File: src/rtl/ens_vote_argmax_if.sv
// ens_vote_argmax_if: vote-in / result-out handshake bundle for ens_vote_argmax.
//   in_valid/in_ready/in_votes/in_last : one class-vote vector per beat, in_last closes frame
//   out_valid/out_ready/out_class/out_score : winning class and its vote count
//   out_tie : another class matched the winning score (VOTE_TIE_FLAG_EN builds only)
// Modports: slave = the voting block, master = the vote source / result sink.
interface ens_vote_if #(
  parameter int NUM_CLASSES = 10,
  parameter int NUM_ENS     = 4
);
  localparam int CNT_W = $clog2(NUM_ENS + 1);
  localparam int CLS_W = $clog2(NUM_CLASSES);

  logic                   in_valid;
  logic                   in_ready;
  logic [NUM_CLASSES-1:0] in_votes;
  logic                   in_last;
  logic                   out_valid;
  logic                   out_ready;
  logic [CLS_W-1:0]       out_class;
  logic [CNT_W-1:0]       out_score;
`ifdef VOTE_TIE_FLAG_EN
  logic                   out_tie;
`endif

  modport slave (
    input  in_valid, in_votes, in_last, out_ready,
    output in_ready, out_valid, out_class, out_score
`ifdef VOTE_TIE_FLAG_EN
    , output out_tie
`endif
  );

  modport master (
    output in_valid, in_votes, in_last, out_ready,
    input  in_ready, out_valid, out_class, out_score
`ifdef VOTE_TIE_FLAG_EN
    , input out_tie
`endif
  );
endinterface

File: src/rtl/ens_vote_argmax.sv
// ens_vote_argmax: per-class vote accumulator with sequential argmax.
//   Accepts one NUM_CLASSES-bit vote vector per beat, counts votes per class, and at
//   frame end (in_last or NUM_ENS beats) scans classes one per cycle to find the
//   winner (ties -> lowest index). Result is held on the out_* port until taken.
// Ports:
//   clk  : rising-edge clock
//   rst  : asynchronous active-high reset (aborts any frame in flight)
//   vif  : ens_vote_if.slave -- vote input and result output handshakes
// Optional: define VOTE_TIE_FLAG_EN to add out_tie (another class equals best score).

// One per-class vote counter; clears when the result is taken.
module ens_vote_cnt #(
  parameter int CNT_W = 3
) (
  input  logic             clk,
  input  logic             rst,
  input  logic             clr,
  input  logic             inc,
  output logic [CNT_W-1:0] cnt
);
  always_ff @(posedge clk or posedge rst) begin
    if (rst)      cnt <= '0;
    else if (clr) cnt <= '0;
    else if (inc) cnt <= cnt + CNT_W'(1);
  end
endmodule

module ens_vote_argmax #(
  parameter int NUM_CLASSES = 10,
  parameter int NUM_ENS     = 4
) (
  input logic      clk,
  input logic      rst,
  ens_vote_if.slave vif
);
  localparam int CNT_W = $clog2(NUM_ENS + 1);
  localparam int CLS_W = $clog2(NUM_CLASSES);

  typedef enum logic [1:0] {ACCUM, SCAN, HOLD} state_t;

  state_t                            state_q, state_d;
  logic                              rdy_q;     // low during reset, high from first clock after
  logic [CNT_W-1:0]                  ens_cnt;
  logic [CLS_W-1:0]                  idx;
  logic [CNT_W-1:0]                  best_score;
  logic [CLS_W-1:0]                  best_class;
  logic                              out_vld;
  logic [NUM_CLASSES-1:0][CNT_W-1:0] cnt;
  logic [CNT_W-1:0]                  cur;
  logic                              acc, take, frame_end, scan_done;

  assign acc       = (state_q == ACCUM) && rdy_q && vif.in_valid;
  assign take      = (state_q == HOLD) && out_vld && vif.out_ready;
  assign frame_end = vif.in_last || (ens_cnt == CNT_W'(NUM_ENS - 1));
  assign scan_done = (idx == CLS_W'(NUM_CLASSES - 1));
  assign cur       = cnt[idx];

  // per-class counters
  for (genvar k = 0; k < NUM_CLASSES; k++) begin : g_cnt
    ens_vote_cnt #(.CNT_W(CNT_W)) u_cnt (
      .clk (clk),
      .rst (rst),
      .clr (take),
      .inc (acc & vif.in_votes[k]),
      .cnt (cnt[k])
    );
  end

  // FSM
  always_ff @(posedge clk or posedge rst) begin
    if (rst) state_q <= ACCUM;
    else     state_q <= state_d;
  end

  always_comb begin
    state_d = state_q;
    case (state_q)
      ACCUM: if (acc && frame_end) state_d = SCAN;
      SCAN:  if (scan_done)        state_d = HOLD;
      HOLD:  if (take)             state_d = ACCUM;
      default:                     state_d = ACCUM;
    endcase
  end

  always_ff @(posedge clk or posedge rst) begin
    if (rst) begin
      rdy_q   <= 1'b0;
      ens_cnt <= '0;
      idx     <= '0;
      out_vld <= 1'b0;
    end else begin
      rdy_q <= 1'b1;
      if (take)     ens_cnt <= '0;
      else if (acc) ens_cnt <= ens_cnt + CNT_W'(1);
      idx <= (state_q == SCAN && !scan_done) ? idx + CLS_W'(1) : '0;
      // One cycle in HOLD before raising valid keeps the last scan result registered
      // ahead of the port, giving NUM_CLASSES+1 cycles from last beat to valid.
      if (take)                 out_vld <= 1'b0;
      else if (state_q == HOLD) out_vld <= 1'b1;
    end
  end

  // argmax scan: strict > so ties keep the lower index
  always_ff @(posedge clk or posedge rst) begin
    if (rst) begin
      best_score <= '0;
      best_class <= '0;
    end else if (state_q == SCAN) begin
      if (idx == '0) begin
        best_score <= cur;
        best_class <= '0;
      end else if (cur > best_score) begin
        best_score <= cur;
        best_class <= idx;
      end
    end
  end

`ifdef VOTE_TIE_FLAG_EN
  logic tie_q;
  always_ff @(posedge clk or posedge rst) begin
    if (rst) tie_q <= 1'b0;
    else if (state_q == SCAN) begin
      if (idx == '0)               tie_q <= 1'b0;
      else if (cur > best_score)   tie_q <= 1'b0;
      else if (cur == best_score)  tie_q <= 1'b1;
    end
  end
  assign vif.out_tie = tie_q;
`endif

  assign vif.in_ready  = rdy_q && (state_q == ACCUM);
  assign vif.out_valid = out_vld;
  assign vif.out_class = best_class;
  assign vif.out_score = best_score;
endmodule
File: src/flat_wrapper.sv
// flat-port wrapper written by rule: the top's interface ports become plain ports
module ens_vote_argmax_flat 
#(
  parameter int NUM_CLASSES = 10,
  parameter int NUM_ENS     = 4
)
  (clk, rst, vif_in_valid, vif_in_votes, vif_in_last, vif_out_ready, vif_in_ready, vif_out_valid, vif_out_class, vif_out_score);
  ens_vote_if #(.NUM_CLASSES(NUM_CLASSES), .NUM_ENS(NUM_ENS)) vif_i ();
  input logic clk;
  input logic rst;
  input wire logic [$bits(vif_i.in_valid)-1:0] vif_in_valid;
  input wire logic [$bits(vif_i.in_votes)-1:0] vif_in_votes;
  input wire logic [$bits(vif_i.in_last)-1:0] vif_in_last;
  input wire logic [$bits(vif_i.out_ready)-1:0] vif_out_ready;
  output wire logic [$bits(vif_i.in_ready)-1:0] vif_in_ready;
  output wire logic [$bits(vif_i.out_valid)-1:0] vif_out_valid;
  output wire logic [$bits(vif_i.out_class)-1:0] vif_out_class;
  output wire logic [$bits(vif_i.out_score)-1:0] vif_out_score;
  assign vif_i.in_valid = vif_in_valid;
  assign vif_i.in_votes = vif_in_votes;
  assign vif_i.in_last = vif_in_last;
  assign vif_i.out_ready = vif_out_ready;
  assign vif_in_ready = vif_i.in_ready;
  assign vif_out_valid = vif_i.out_valid;
  assign vif_out_class = vif_i.out_class;
  assign vif_out_score = vif_i.out_score;
  ens_vote_argmax #(.NUM_CLASSES(NUM_CLASSES), .NUM_ENS(NUM_ENS)) u_core (.clk(clk), .rst(rst), .vif(vif_i));
endmodule
File: config.mk
export PLATFORM = sky130hd
export DESIGN_NAME = ens_vote_argmax_flat
export DESIGN_NICKNAME = d
export VERILOG_FILES = /design/src/rtl/ens_vote_argmax_if.sv /design/src/rtl/ens_vote_argmax.sv /design/src/flat_wrapper.sv
export SDC_FILE = /design/constraint.sdc
export NUM_CORES = 1
export LEC_CHECK = 0
export BUFFER_PORTS_ARGS = -buffer_cell sky130_fd_sc_hd__buf_2
export CAP_MARGIN = 10
export CORE_ASPECT_RATIO = 1.4
export CORE_MARGIN = 4
export CORE_UTILIZATION = 50
export CTS_CLUSTER_SIZE = 25
export DETAILED_ROUTE_END_ITERATION = 7
export GPL_TIMING_DRIVEN = 0
export PLACE_DENSITY_LB_ADDON = 0.2
export REMOVE_ABC_BUFFERS = 1
export SLEW_MARGIN = 30
export SYNTH_ARGS = -nofsm -noshare
export SYNTH_HDL_FRONTEND = slang
export SYNTH_SLANG_ARGS = --single-unit
File: constraint.sdc
create_clock -name clk -period 2.4 [get_ports clk]
set_input_delay 0.24 -clock clk [delete_from_list [all_inputs] [get_ports clk]]
set_output_delay 0.24 -clock clk [all_outputs]
set_load 0.01 [all_outputs]
## Word-level counts from Yosys, hierarchy flattened

Index checks and enable logic that the tools add are counted.

- Flip-flop bits (word level): 48
- Output and inout bits: 9
- Logic and storage cells: 108

- $add $sub $neg: 12
- Order comparisons: 2
- Eq/ne operators: 7
- Muxes and demuxes: 35
- Bitwise logic cells: 10
- Reduce and logical (&&, ||, !) cells: 25

Operators by type and width:

| operator | count |
|---|---|
| $mux W3 | 25 |
| $add A3 B1 Y3 const B | 11 |
| $reduce_bool A2 Y1 | 13 |
| $bmux W3 S4 | 1 |
| $mux W4 | 3 |
| $and A1 B1 Y1 | 10 |
| $logic_and A1 B1 Y1 | 6 |
| $mux W2 | 3 |
| $pmux W2 S3 | 1 |
| $lt A4 B5 Y1 const B | 1 |
| $add A4 B1 Y4 const B | 1 |
| $eq A4 B4 Y1 const B | 1 |
| $logic_not A4 Y1 | 1 |
| $ne A2 B2 Y1 const B | 2 |
| $eq A3 B2 Y1 const B | 1 |
| $gt A3 B3 Y1 | 1 |
| $reduce_and A3 Y1 | 1 |
| $eq A2 B1 Y1 const B | 1 |
| $eq A2 B2 Y1 const B | 1 |
| $logic_not A2 Y1 | 1 |
| $mux W1 | 2 |
| $ne A2 B1 Y1 const B | 1 |
| $reduce_and A2 Y1 | 1 |
| $logic_not A1 Y1 | 1 |
| $logic_or A1 B1 Y1 | 1 |

## Longest topological paths before layout

Gate-level depths: netlist of run 1.

- Depth after elaboration: 6
- Mapped depth: 10
- Gate-level depth less buffers: 8

## Cells and area by module

A second synthesis of run 1 with hierarchy kept.

- Cells, all modules: 244
- Area total of the unflattened synthesis: 2,640.0 um^2

Modules (own cells, without submodules):

| module | instances | cells each | area an instance (um^2) | sequential area each (um^2) |
|---|---|---|---|---|
| ens_vote_cnt | 10 | 12 | 140.1 | 75.1 |
| ens_vote_argmax | 1 | 124 | 1,238.7 | 450.4 |

## Worst setup path before layout of run 1

OpenSTA, ideal clock, no wires.

- Path type: register to register
- Start: register u_core.idx[0]
- End: register u_core.best_class[2], in the netlist u_core.vif.out_class[2]
- Library setup time: 0.125 ns
- Arrival time: 2.318 ns
- Setup slack: -0.042 ns
- Cell stages (with the launch flop): 10
- Path buffers: 1
- Clock period less this slack: 2.442 ns
- Cells stage by stage: dfrtp_1 > buf_2 > mux4_2 > o22ai_1 > o31ai_1 > ha_1 > a21oi_1 > nand3_1 > nand2_4 > mux2_2

- Word-level cells in the longest chain between the ends: 5
- Elaborated cells between the ends (all ways): 7

RTL lines:

| what | RTL line | text |
|---|---|---|
| from (decl) | ens_vote_argmax.sv:44 | `logic [CLS_W-1:0] idx;` |
| from (signal assigned) | ens_vote_argmax.sv:95 | `idx <= (state_q == SCAN && !scan_done) ? idx + CLS_W'(1) : '0;` |
| $bmux W3 S4 | ens_vote_argmax.sv:56 | `assign cur = cnt[idx];` |
| $mux W3 (implied by the code) | ens_vote_argmax.sv:56 |  |
| named net u_core.cur[2] | ens_vote_argmax.sv:49 | `logic [CNT_W-1:0] cur;` |
| $gt A3 B3 Y1 | ens_vote_argmax.sv:112 | `end else if (cur > best_score) begin` |
| $reduce_bool A2 Y1 (no line) | n/a |  |
| $reduce_and A2 Y1 (no line) | n/a |  |
| to (signal assigned) | ens_vote_argmax.sv:114 | `best_class <= idx;` |
| to (decl) | ens_vote_argmax.sv:46 | `logic [CLS_W-1:0] best_class;` |

The timed path passes the listed nets, and every way through them passes these cells. The select of a mux whose other input is x is not followed.
A chain may end at the register's enable or synchronous reset.

## Final worst setup path of run 1

Same ends and word-level chain as after synthesis.

==> reports/summary.txt, run 1 <==
Relative slew slack: 0.5821
Die area: 6314 um^2
Routed WL: 4.932 mm
IO Count: 24
Layout cell share with drive strength beyond 1: 0.2437
Post-synth EDFFs: 0
Diodes inserted: 0
Number of global-route vias before repair: 1,787
Total power: 4028 uW
Ys Warns: 0
Slew @ Worst Pin: 0.6259 ns
Post-synthesis register bit count: 48
Crit end category: flip-flop
Wire length on met3: 133 um
CTS Sinks: 48
Post-layout min period: 2.489 ns
Layout fillers: 428
Leak Pwr: 0.001377 uW
Final setup margin: -0.08940 ns
Syn avg cell area: 10.14 um^2
Worst Hold Class: primary input to asynchronous set/reset pin
Post-Layout Cell Count: 343
Design area: 2937 um^2
Synth area leader: dfrtp_1
Die W: 68.31 um
Initial drt markers: 62
Via/cell ratio: 5.283
RSZ-0062 raised after global routing: true
Worst EP required: 2.59 ns
DRT Pass-1 Iters: 4
Top FF cell, synth: dfrtp_1
Core Rows: 30
CTS Buf Count: 5
CP max FO: 6
DRC viols: 0
Max rail drop VDD: 0.5806 mV
Placed inst area: 2718 um^2
Max-slew violation count: 0
Fin crit share: 1.037
Core Footprint: 4880 um^2
Final setup viols: 7
CP Class: flip-flop to flip-flop
Setup total negative slack: -0.3841 ns
Initial Utilization: 0.5218
WL per Instance: 14.38 um
Post-synthesis cell area: 2546 um^2
Max-cap viol count: 0
Top Metal Used: met4
Max Buffers Root-to-Sink: 2
Layout area overhead: 15.33%
Height of the die: 92.44 um
WP data arrival: 2.68 ns
Pwr dens: 1372 nW/um^2
Metal2 WL: 2.591 mm
I/O Buffers: 23
DP HPWL: 3.172 mm
Post-DRT Antenna Nets: 0
H-tree depth: 2
Ys async rst share: 1.000
Global Route Usage Sum: 0.1727
Final net count: 312
GR Overflow Total: 0
Sequential fraction of the synthesis area: 0.4717
GPL Wtd Cong: 0.7290
CTS clk-pin slew, worst paths: 0.09 ns
Met1 WL: 2.122 mm
Placed cells: 327
Worst clock skew: 0.009529 ns
Largest net degree at the start of global routing: 49
First-pass GRT wire length: 8.273 mm
Final hold vios: 0
Outcome: complete, but fails checks
Gate Count Post-Synth: 251
Via count: 1,812
TritonCTS clock tree: yes
Worst setup SP type: flip-flop
Final core utilization: 0.6018
Initial antenna violation count: 0
FMAX: 401.7 MHz
Clock Latency Late Sink: 0.30 ns
Clk Tree Root Cell: clkbuf_8
Library cells used by synthesis: 31
Failing checks: negative setup slack
Yosys top cell area share: 0.4717
Area contributors post-synth: dfrtp_1 47%, ha_1 8.8%, xor2_1 7.2%, nand3_1 5.1%, nand2_1 4.6%
-- layer usage --
| metal | global-route usage | vias to the layer above |
|---|---|---|
| met5 | 0 | - |
| met3 | 0.03398 | 6 |
| li1 | - | 899 |
| met1 | 0.2193 | 884 |
| met4 | 0.07131 | 0 |
| met2 | 0.2808 | 23 |
-- flip-flops by register name (all words and copies together), names as in the netlist --
signal	flops
u_core.g_cnt.u_cnt.cnt	30
u_core.idx	4
u_core.vif.out_class	4
u_core.ens_cnt	3
u_core.vif.out_score	3
u_core.state_q	2
u_core.rdy_q	1
u_core.vif.out_valid	1
-- cell families (layout without fill, tap and decap cells) --
family | count (synthesis) | count (layout) | share of synthesized area
flip-flops | 48 | 48 | 0.4717
adder cells (fa/ha/maj) | 18 | 18 | 0.08845
other | 1 | 1 | 0.001473
XOR/XNOR | 22 | 22 | 0.07568
AO/OA/AOI/OAI | 25 | 25 | 0.06192
buffers and inverters | 23 | 51 | 0.03882
AND/OR/NAND/NOR | 98 | 98 | 0.1794
multiplexers | 16 | 16 | 0.08255
-- layout by cell type (no fill, tap or decap), types with 3 or more instances in the layout --
master    count
nand3_1      25
a211oi_1      3
nand2b_1      3
buf_2        23
dfrtp_1      45
xor2_1       21
a21oi_1      11
nor2_1       26
mux2i_1       3
buf_4         9
mux4_2        3
nor2b_1       4
nand2_1      31
inv_1         9
o21ai_0       4
ha_1         18
mux2_2       10
clkbuf_8      5
-- synth_stat cells (all sizes together) (2+ instances only) --
master	count
dfrtp	48
nand2	32
nand3	26
nor2	26
xor2	21
ha	18
a21oi	11
inv	10
mux2	10
clkbuf	7
buf	6
nor2b	4
o21ai	4
a211oi	3
mux2i	3
mux4	3
nand2b	3
o22ai	3
nand3b	2
nor3b	2
o31ai	2
-- area by class of cell --
class                      instances  area [um^2]  share of cell area
clock buffer                       6        72.57             0.02471
clock inverter                     1        5.005            0.001704
inverter                          10        40.04             0.01363
multi-input combinational        180         1318              0.4487
sequential                        48         1207              0.4112
tap                               64        80.08             0.02727
timing repair buffer              34        214.0             0.07286
-- worst max-delay path, cell delays in order, from the launching register on --
cell	delay, ns
dfrtp_4	0.49
mux4_2	0.53
o22ai_2	0.17
o31ai_2	0.09
ha_1	0.33
a21oi_1	0.20
nand3_2	0.13
nand2_4	0.12
mux2_2	0.33
-- metrics by stage --
stage | hold slack, ns | setup slack [ns]
2_1_floorplan | 0.3822 | -0.9762
3_3_place_gp | 0.4845 | -2.381
3_5_place_dp | 0.3571 | -0.6326
4_1_cts | 0.02138 | -0.07597
5_1_grt | 0.04256 | -0.1648
6_report | 0.008305 | -0.08940
-- path summary, 6_finish.rpt --
check	from	endpoint	slack, ns	cells past startpoint
max	u_core.idx[0]	u_core.vif.out_class[2]	-0.09	8
min	rst	u_core.vif.out_class[2]	0.008	2
max reg2reg	u_core.idx[0]	u_core.vif.out_class[2]	-0.09	8
min reg2reg	u_core.vif.out_class[2]	u_core.vif.out_class[2]	0.51	1
max in group asynchronous	rst	u_core.idx[0]	1.94	2
min in group clk	vif_in_last	u_core.state_q[0]	0.18	3
-- where the power goes --
group          total, uW  internal, uW  switching, uW
clock                463           199            265
combinational       2020          1090            931
sequential          1540          1180            360
total               4030          2470           1560
-- timing repair --
action                                  in CTS  in global routing
buffers inserted                             8                  1
endpoints found under the setup margin       7                  7
pin swaps                                    3                  3
gates resized for setup                      4                  8
gates cloned                                 0                  0
hold buffers                                 0                  0
Power figures use the tool's default switching activity.
==> inputs of run 2 (changes only) <==
--- a/config.mk
+++ b/config.mk
@@ -7,9 +7,11 @@
 export LEC_CHECK = 0
 export BUFFER_PORTS_ARGS = -buffer_cell sky130_fd_sc_hd__buf_2
 export CAP_MARGIN = 10
+export CELL_PAD_IN_SITES_DETAIL_PLACEMENT = 0
+export CELL_PAD_IN_SITES_GLOBAL_PLACEMENT = 1
 export CORE_ASPECT_RATIO = 1.4
 export CORE_MARGIN = 4
-export CORE_UTILIZATION = 50
+export CORE_UTILIZATION = 42
 export CTS_CLUSTER_SIZE = 25
 export DETAILED_ROUTE_END_ITERATION = 7
 export GPL_TIMING_DRIVEN = 0
==> run 2 against run 1 <==
The flow still finishes with violations (negative setup slack). Routed wire length increased by 3.5%. Hold slack better by 0.0045 ns. Sequential cell count unchanged. Clock power is 40% higher. Critical path depth unchanged. Clock-buffer cell count up 1. Core utilization fell by 7.8 points. Via count decreased by 0.44%. Die area up 17%. Register-to-register slack improved by 0.02 ns. Largest cell class unchanged. Highest routed layer unchanged.
==> reports/summary.txt, run 2 (synthesis gave the netlist of run 1 again) <==
Clk Tree Root Cell: clkbuf_8
Flip-flop count of the largest register after layout: 30 (unchanged)
Max-cap viol count: 0 (unchanged)
TritonCTS clock tree: yes
Worst EP required: 2.60 ns (about the same)
Max-slew violation count: 0 (unchanged)
Via/cell ratio: 5.169 (-2.2%)
Height of the die: 100.1 um (+8.3%)
GR Overflow Total: 0 (unchanged)
First-pass GRT wire length: 8.776 mm (+6.1%)
Max Buffers Root-to-Sink: 2 (unchanged)
Die W: 73.81 um (+8.0%)
GPL Wtd Cong: 0.7220 (-0.96%)
H-tree depth: 2 (unchanged)
Pwr dens: 1468 nW/um^2 (+7.1%)
IO Count: 24 (unchanged)
Core Rows: 33 (+10%)
Final core utilization: 0.5237 (-0.07811)
Slew @ Worst Pin: 0.6111 ns (-0.01481 ns)
R2R Path End: u_core.vif.out_class[3]
RSZ-0062 raised after global routing: true
Slowest cell delay on critical path: 0.56 ns (+0.03 ns)
I/O Buffers: 23 (unchanged)
FMAX: 404.7 MHz (+0.74%)
Layout area overhead: 20.59%
Most frequent cells in the layout: 46 x dfrtp_1, 31 x nand2_1, 26 x nor2_1
Max rail drop VDD: 0.5397 mV (-7.0%)
CTS clk-pin slew, worst paths: 0.10 ns (about the same)
Via count: 1,804 (-0.44%)
Initial drt markers: 64 (+3.2%)
Global Route Usage Sum: 0.1508 (-0.02186)
R2R cell count: 8 (unchanged)
Slowest CP cell: mux4_2
Final setup margin: -0.07113 ns (+0.01828 ns)
Worst path cell trace: mux4_2 > o22ai_4 > o31ai_4 > ha_4 > a21oi_4 > nand3_2 > nand2_4 > mux2_4
DRT Pass-1 Iters: 4 (unchanged)
WP data arrival: 2.67 ns (about the same)
Largest register by flop count: u_core.g_cnt.u_cnt.cnt
Diodes inserted: 0 (unchanged)
Relative slew slack: 0.5926 (+0.01050)
Post-layout min period: 2.471 ns (-0.01828 ns)
Final net count: 311 (-0.32%)
R2R Path Start: u_core.idx[0]
Clock Latency Late Sink: 0.30 ns (about the same)
Failing checks: negative setup slack
Outcome: complete, but fails checks
DP HPWL: 3.318 mm (+4.6%)
Hold_buf cts: 0 (unchanged)
CP max FO: 7 (+1)
Fin crit share: 1.030 (-0.007615)
Worst setup SP type: flip-flop
Largest net degree at the start of global routing: 49 (unchanged)
WL per Instance: 14.63 um (+1.8%)
Crit end category: flip-flop
Final hold vios: 0 (unchanged)
Number of global-route vias before repair: 1,858 (+4.0%)
CTS Sinks: 48 (unchanged)
Pre-CTS WS: -0.6392 ns (-0.006579 ns)
Routed WL: 5.107 mm (+3.5%)
Worst Hold Class: primary input to asynchronous set/reset pin
Total power: 4508 uW (+12%)
Layout cell share with drive strength beyond 1: 0.2616 (+0.01792)
Core Footprint: 5863 um^2 (+20%)
Die area: 7390 um^2 (+17%)
CP Class: flip-flop to flip-flop
Leak Pwr: 0.001417 uW (+2.9%)
Initial antenna violation count: 0 (unchanged)
Final setup viols: 7 (unchanged)
CTS Buf Count: 5 (unchanged)
Post-DRT Antenna Nets: 0 (unchanged)
Most common cell after layout, fill and taps aside: dfrtp_1
Reg-to-reg slack, setup: -0.07 ns (+0.02 ns)
Worst clock skew: 0.01080 ns (+0.001270 ns)
DRC viols: 0 (unchanged)
Initial Utilization: 0.4343 (-0.08752)
run 2: what timing repair did:
action,CTS,global route
buffers inserted,7,1
pin swaps,1,9
setup endpoints to repair,7,7
gates resized for setup,5,18
run 2: worst max-delay path by stage:
stage | depth (start not counted) | to | slack [ns] | startpoint
after global routing | 8 | u_core.vif.out_score[2] | -0.14 | u_core.idx[0]
after floorplan | 4 | u_core.g_cnt[0].u_cnt.cnt[0] | -0.98 | u_core.state_q[0]
final | 8 | u_core.vif.out_class[3] | -0.07 | u_core.idx[0]
after detailed placement | 8 | u_core.vif.out_class[2] | -0.64 | u_core.idx[0]
after global placement | 4 | u_core.g_cnt[8].u_cnt.cnt[2] | -2.53 | u_core.state_q[0]
after CTS | 8 | u_core.vif.out_class[2] | -0.08 | u_core.idx[0]
run 2: area by class of cell:
| cell class | count | area, um^2 |
|---|---|---|
| Timing Repair Buffer | 33 | 206.4 |
| Tap cell | 70 | 87.58 |
| Fill cell | 558 | 2793 |
| Inverter | 10 | 40.04 |
| Multi-Input combinational cell | 180 | 1404 |
| Clock inverter | 1 | 30.03 |
| Sequential cell | 48 | 1206 |
| Clock buffer | 7 | 96.34 |
run 2: stage by stage:
step	TNS (ns)	hold slack (ns)	area, um^2	std cells
finish	-0.2916	0.01278	3070	349
global route	-0.8018	0.06246	3070	349
CTS	-0.3238	0.03214	2937	348
detailed placement	-3.859	0.3690	2725	333
global placement	-81.95	0.4860	2688	331
floorplan	-31.18	0.3822	2485	238
run 2: power by group:
| group | internal (uW) | total (uW) | leakage, uW | switching (uW) |
|---|---|---|---|---|
| registers | 1180 | 1550 | 0.000602 | 371 |
| clock network | 368 | 648 | 0.0000645 | 280 |
| logic | 1280 | 2310 | 0.000751 | 1030 |
| total | 2830 | 4510 | 0.00142 | 1680 |
run 2: critical path, delay by kind of cell (launching register included):
kind | cells | cell delay, ns
adder cells (fa/ha/maj) | 1 | 0.29
flip-flops | 1 | 0.48
multiplexers | 2 | 0.87
AND/OR/NAND/NOR | 2 | 0.24
AO/OA/AOI/OAI | 3 | 0.50
run 2: per-layer routing:
metal  vias up  global-route usage  wire length, um
li1        898                   -                -
met1       877              0.1933             2304
met2        22              0.2514             2602
met3         7             0.02605              121
met4         0             0.05579               78
met5         -                   0                0
==> inputs of run 3 (changes only) <==
--- a/config.mk
+++ b/config.mk
@@ -10,8 +10,8 @@
 export CELL_PAD_IN_SITES_DETAIL_PLACEMENT = 0
 export CELL_PAD_IN_SITES_GLOBAL_PLACEMENT = 1
 export CORE_ASPECT_RATIO = 1.4
-export CORE_MARGIN = 4
-export CORE_UTILIZATION = 42
+export CORE_MARGIN = 2
+export CORE_UTILIZATION = 35
 export CTS_CLUSTER_SIZE = 25
 export DETAILED_ROUTE_END_ITERATION = 7
 export GPL_TIMING_DRIVEN = 0
==> run 3 against run 2 <==
Maximum frequency grew 3.9%. Critical endpoint is now u_core.vif.out_score[1]. Global-route usage shrank 1.7 points. Via count shrank 2.5%. Total power shrank 12%. Sequential cell count is the same. Combinational power shrank 15%. Register-to-register slack gained 0.09 ns. Final cell count grew 7.4%. Critical path type unchanged. The run now ends clean. Sequential power is essentially flat. Setup slack gained 0.094 ns.
==> reports/summary.txt, run 3 (synthesis gave the netlist of run 1 again) <==
DRT Pass-1 Iters: 3 (-1)
Clock Latency Late Sink: 0.29 ns (about the same)
Via/cell ratio: 4.688 (-9.3%)
Post-layout min period: 2.378 ns (-0.09357 ns)
Height of the die: 104.9 um (+4.8%)
Most common cell after layout, fill and taps aside: dfrtp_1
First-pass GRT wire length: 8.638 mm (-1.6%)
Flip-flop count of the largest register after layout: 30 (unchanged)
Most frequent cells in the layout: 46 x dfrtp_1, 31 x nand2_1, 26 x nor2_1
Worst Hold End: u_core.state_q[0]
Max Buffers Root-to-Sink: 2 (unchanged)
WL per Instance: 13.34 um (-8.8%)
CTS clk-pin slew, worst paths: 0.08 ns (-0.02 ns)
Max rail drop VDD: 0.4467 mV (-17%)
R2R Path End: u_core.vif.out_score[1]
Hold path cells: 3
R2R cell count: 8 (unchanged)
Core Footprint: 7027 um^2 (+20%)
CP Class: flip-flop to flip-flop
Relative slew slack: 0.5414 (-0.05123)
Leak Pwr: 0.001387 uW (-2.1%)
Global Route Usage Sum: 0.1339 (-0.01686)
Layout cell share with drive strength beyond 1: 0.2607 (-0.0009345)
Worst setup SP type: flip-flop
R2R Path Start: u_core.idx[0]
Layout area overhead: 18.72%
Crit end category: flip-flop
Initial antenna violation count: 0 (unchanged)
Reg-to-reg slack, setup: 0.02 ns (+0.09 ns)
Clk Tree Root Cell: clkbuf_8
Hold wc startpoint: vif_in_last
Worst Hold Class: primary input to flip-flop
Pwr dens: 1311 nW/um^2 (-11%)
Final setup viols: 0 (-7)
Design area: 3023 um^2 (-1.5%)
Worst EP required: 2.59 ns (about the same)
Final hold vios: 0 (unchanged)
Fin crit share: 0.9906 (-0.03899)
TritonCTS clock tree: yes
Diodes inserted: 0 (unchanged)
Max-cap viol count: 0 (unchanged)
Post-DRT Antenna Nets: 0 (unchanged)
RSZ-0062 raised after global routing: true
DRC viols: 0 (unchanged)
FMAX: 420.6 MHz (+3.9%)
GPL Wtd Cong: 0.7262 (+0.58%)
Worst clock skew: 0.004427 ns (-0.006372 ns)
H-tree depth: 2 (unchanged)
IO Count: 24 (unchanged)
Final core utilization: 0.4302 (-0.09349)
CTS Sinks: 48 (unchanged)
CTS Buf Count: 5 (unchanged)
WP data arrival: 2.56 ns (-0.11 ns)
Largest net degree at the start of global routing: 38 (-22%)
Final net count: 313 (+0.64%)
Core Rows: 36 (+9.1%)
CP max FO: 6 (-1)
Outcome: finished, final reports clean
Initial drt markers: 103 (+61%)
DP HPWL: 3.445 mm (+3.8%)
Max-slew violation count: 0 (unchanged)
Number of global-route vias before repair: 1,753 (-5.7%)
Placed inst area: 2776 um^2 (+1.9%)
Die W: 76.09 um (+3.1%)
Largest register by flop count: u_core.g_cnt.u_cnt.cnt
Routed WL: 5.002 mm (-2.1%)
Initial Utilization: 0.3624 (-0.07191)
GR Overflow Total: 0 (unchanged)
Slew @ Worst Pin: 0.6869 ns (+0.07582 ns)
Die area: 7983 um^2 (+8.0%)
Via count: 1,758 (-2.5%)
WHS: 0.1789 ns (+0.1661 ns)
I/O Buffers: 23 (unchanged)
[run 3: cell types whose count changed in the layout (fill, tap and decap cells not counted), moves of 2 or more]
cell and change:
mux2_4 -4, clkbuf_8 -2, buf_6 +2, mux2_2 +4
[run 3: worst max-delay path by stage]
stage | from | to | slack [ns]
2_1_floorplan | u_core.state_q[0] | u_core.g_cnt[0].u_cnt.cnt[0] | -0.98
4_1_cts | u_core.idx[0] | u_core.vif.out_score[1] | -0.07
5_1_grt | u_core.idx[0] | u_core.vif.out_score[1] | -0.1
6_report | u_core.idx[0] | u_core.vif.out_score[1] | 0.02
3_5_place_dp | u_core.idx[0] | u_core.vif.out_score[1] | -0.59
3_3_place_gp | u_core.state_q[1] | u_core.g_cnt[1].u_cnt.cnt[2] | -2.72
[run 3: repair_timing]
item / 4_1_cts / 5_1_grt
setup buffers: 7 / 1
hold endpoints to repair: 11 / 0
endpoints found under the setup margin: 7 / 7
pin swaps: 3 / 8
hold buffers: 1 / 0
gates cloned: 0 / 0
resized for setup: 7 / 13
[run 3: stage by stage]
step	worst slack, ns	setup TNS, ns	cells	total power, uW
CTS	-0.07051	-0.2682	374	3822
global route	-0.09781	-0.5844	375	4357
finish	0.02244	0	375	3964
global placement	-2.723	-87.39	356	3112
floorplan	-0.9762	-31.18	238	2734
detailed placement	-0.5933	-3.544	359	3156
[run 3: metal layers]
| metal | part of all wire | global-route usage |
|---|---|---|
| met5 | 0 | 0 |
| met3 | 0.020 | 0.02591 |
| met2 | 0.49 | 0.2156 |
| met4 | 0.0084 | 0.04675 |
| met1 | 0.48 | 0.1809 |
[run 3: where the power goes]
part           switching (uW)  internal [uW]  leakage, uW
logic                     886           1080     0.000744
registers                 359           1180     0.000602
clock network             258            199    0.0000410
[run 3: area by class of cell]
cell class | instances | area, um^2
Clock buffer | 6 | 72.57
Tap cell | 95 | 118.9
Clock inverter | 1 | 5.005
Fill cell | 722 | 4004
Timing Repair Buffer | 35 | 231.5
Sequential cell | 48 | 1206
Inverter | 10 | 40.04
Multi-Input combinational cell | 180 | 1349
[run 3: worst max-delay path, stage by stage (launching register included)]
cell and delay, ns:
dfrtp_4 0.48, mux4_2 0.54, o22ai_4 0.21, o31ai_4 0.10, ha_4 0.25, a21oi_2 0.15, nand3_2 0.10, nand2_4 0.10
mux2_2 0.34
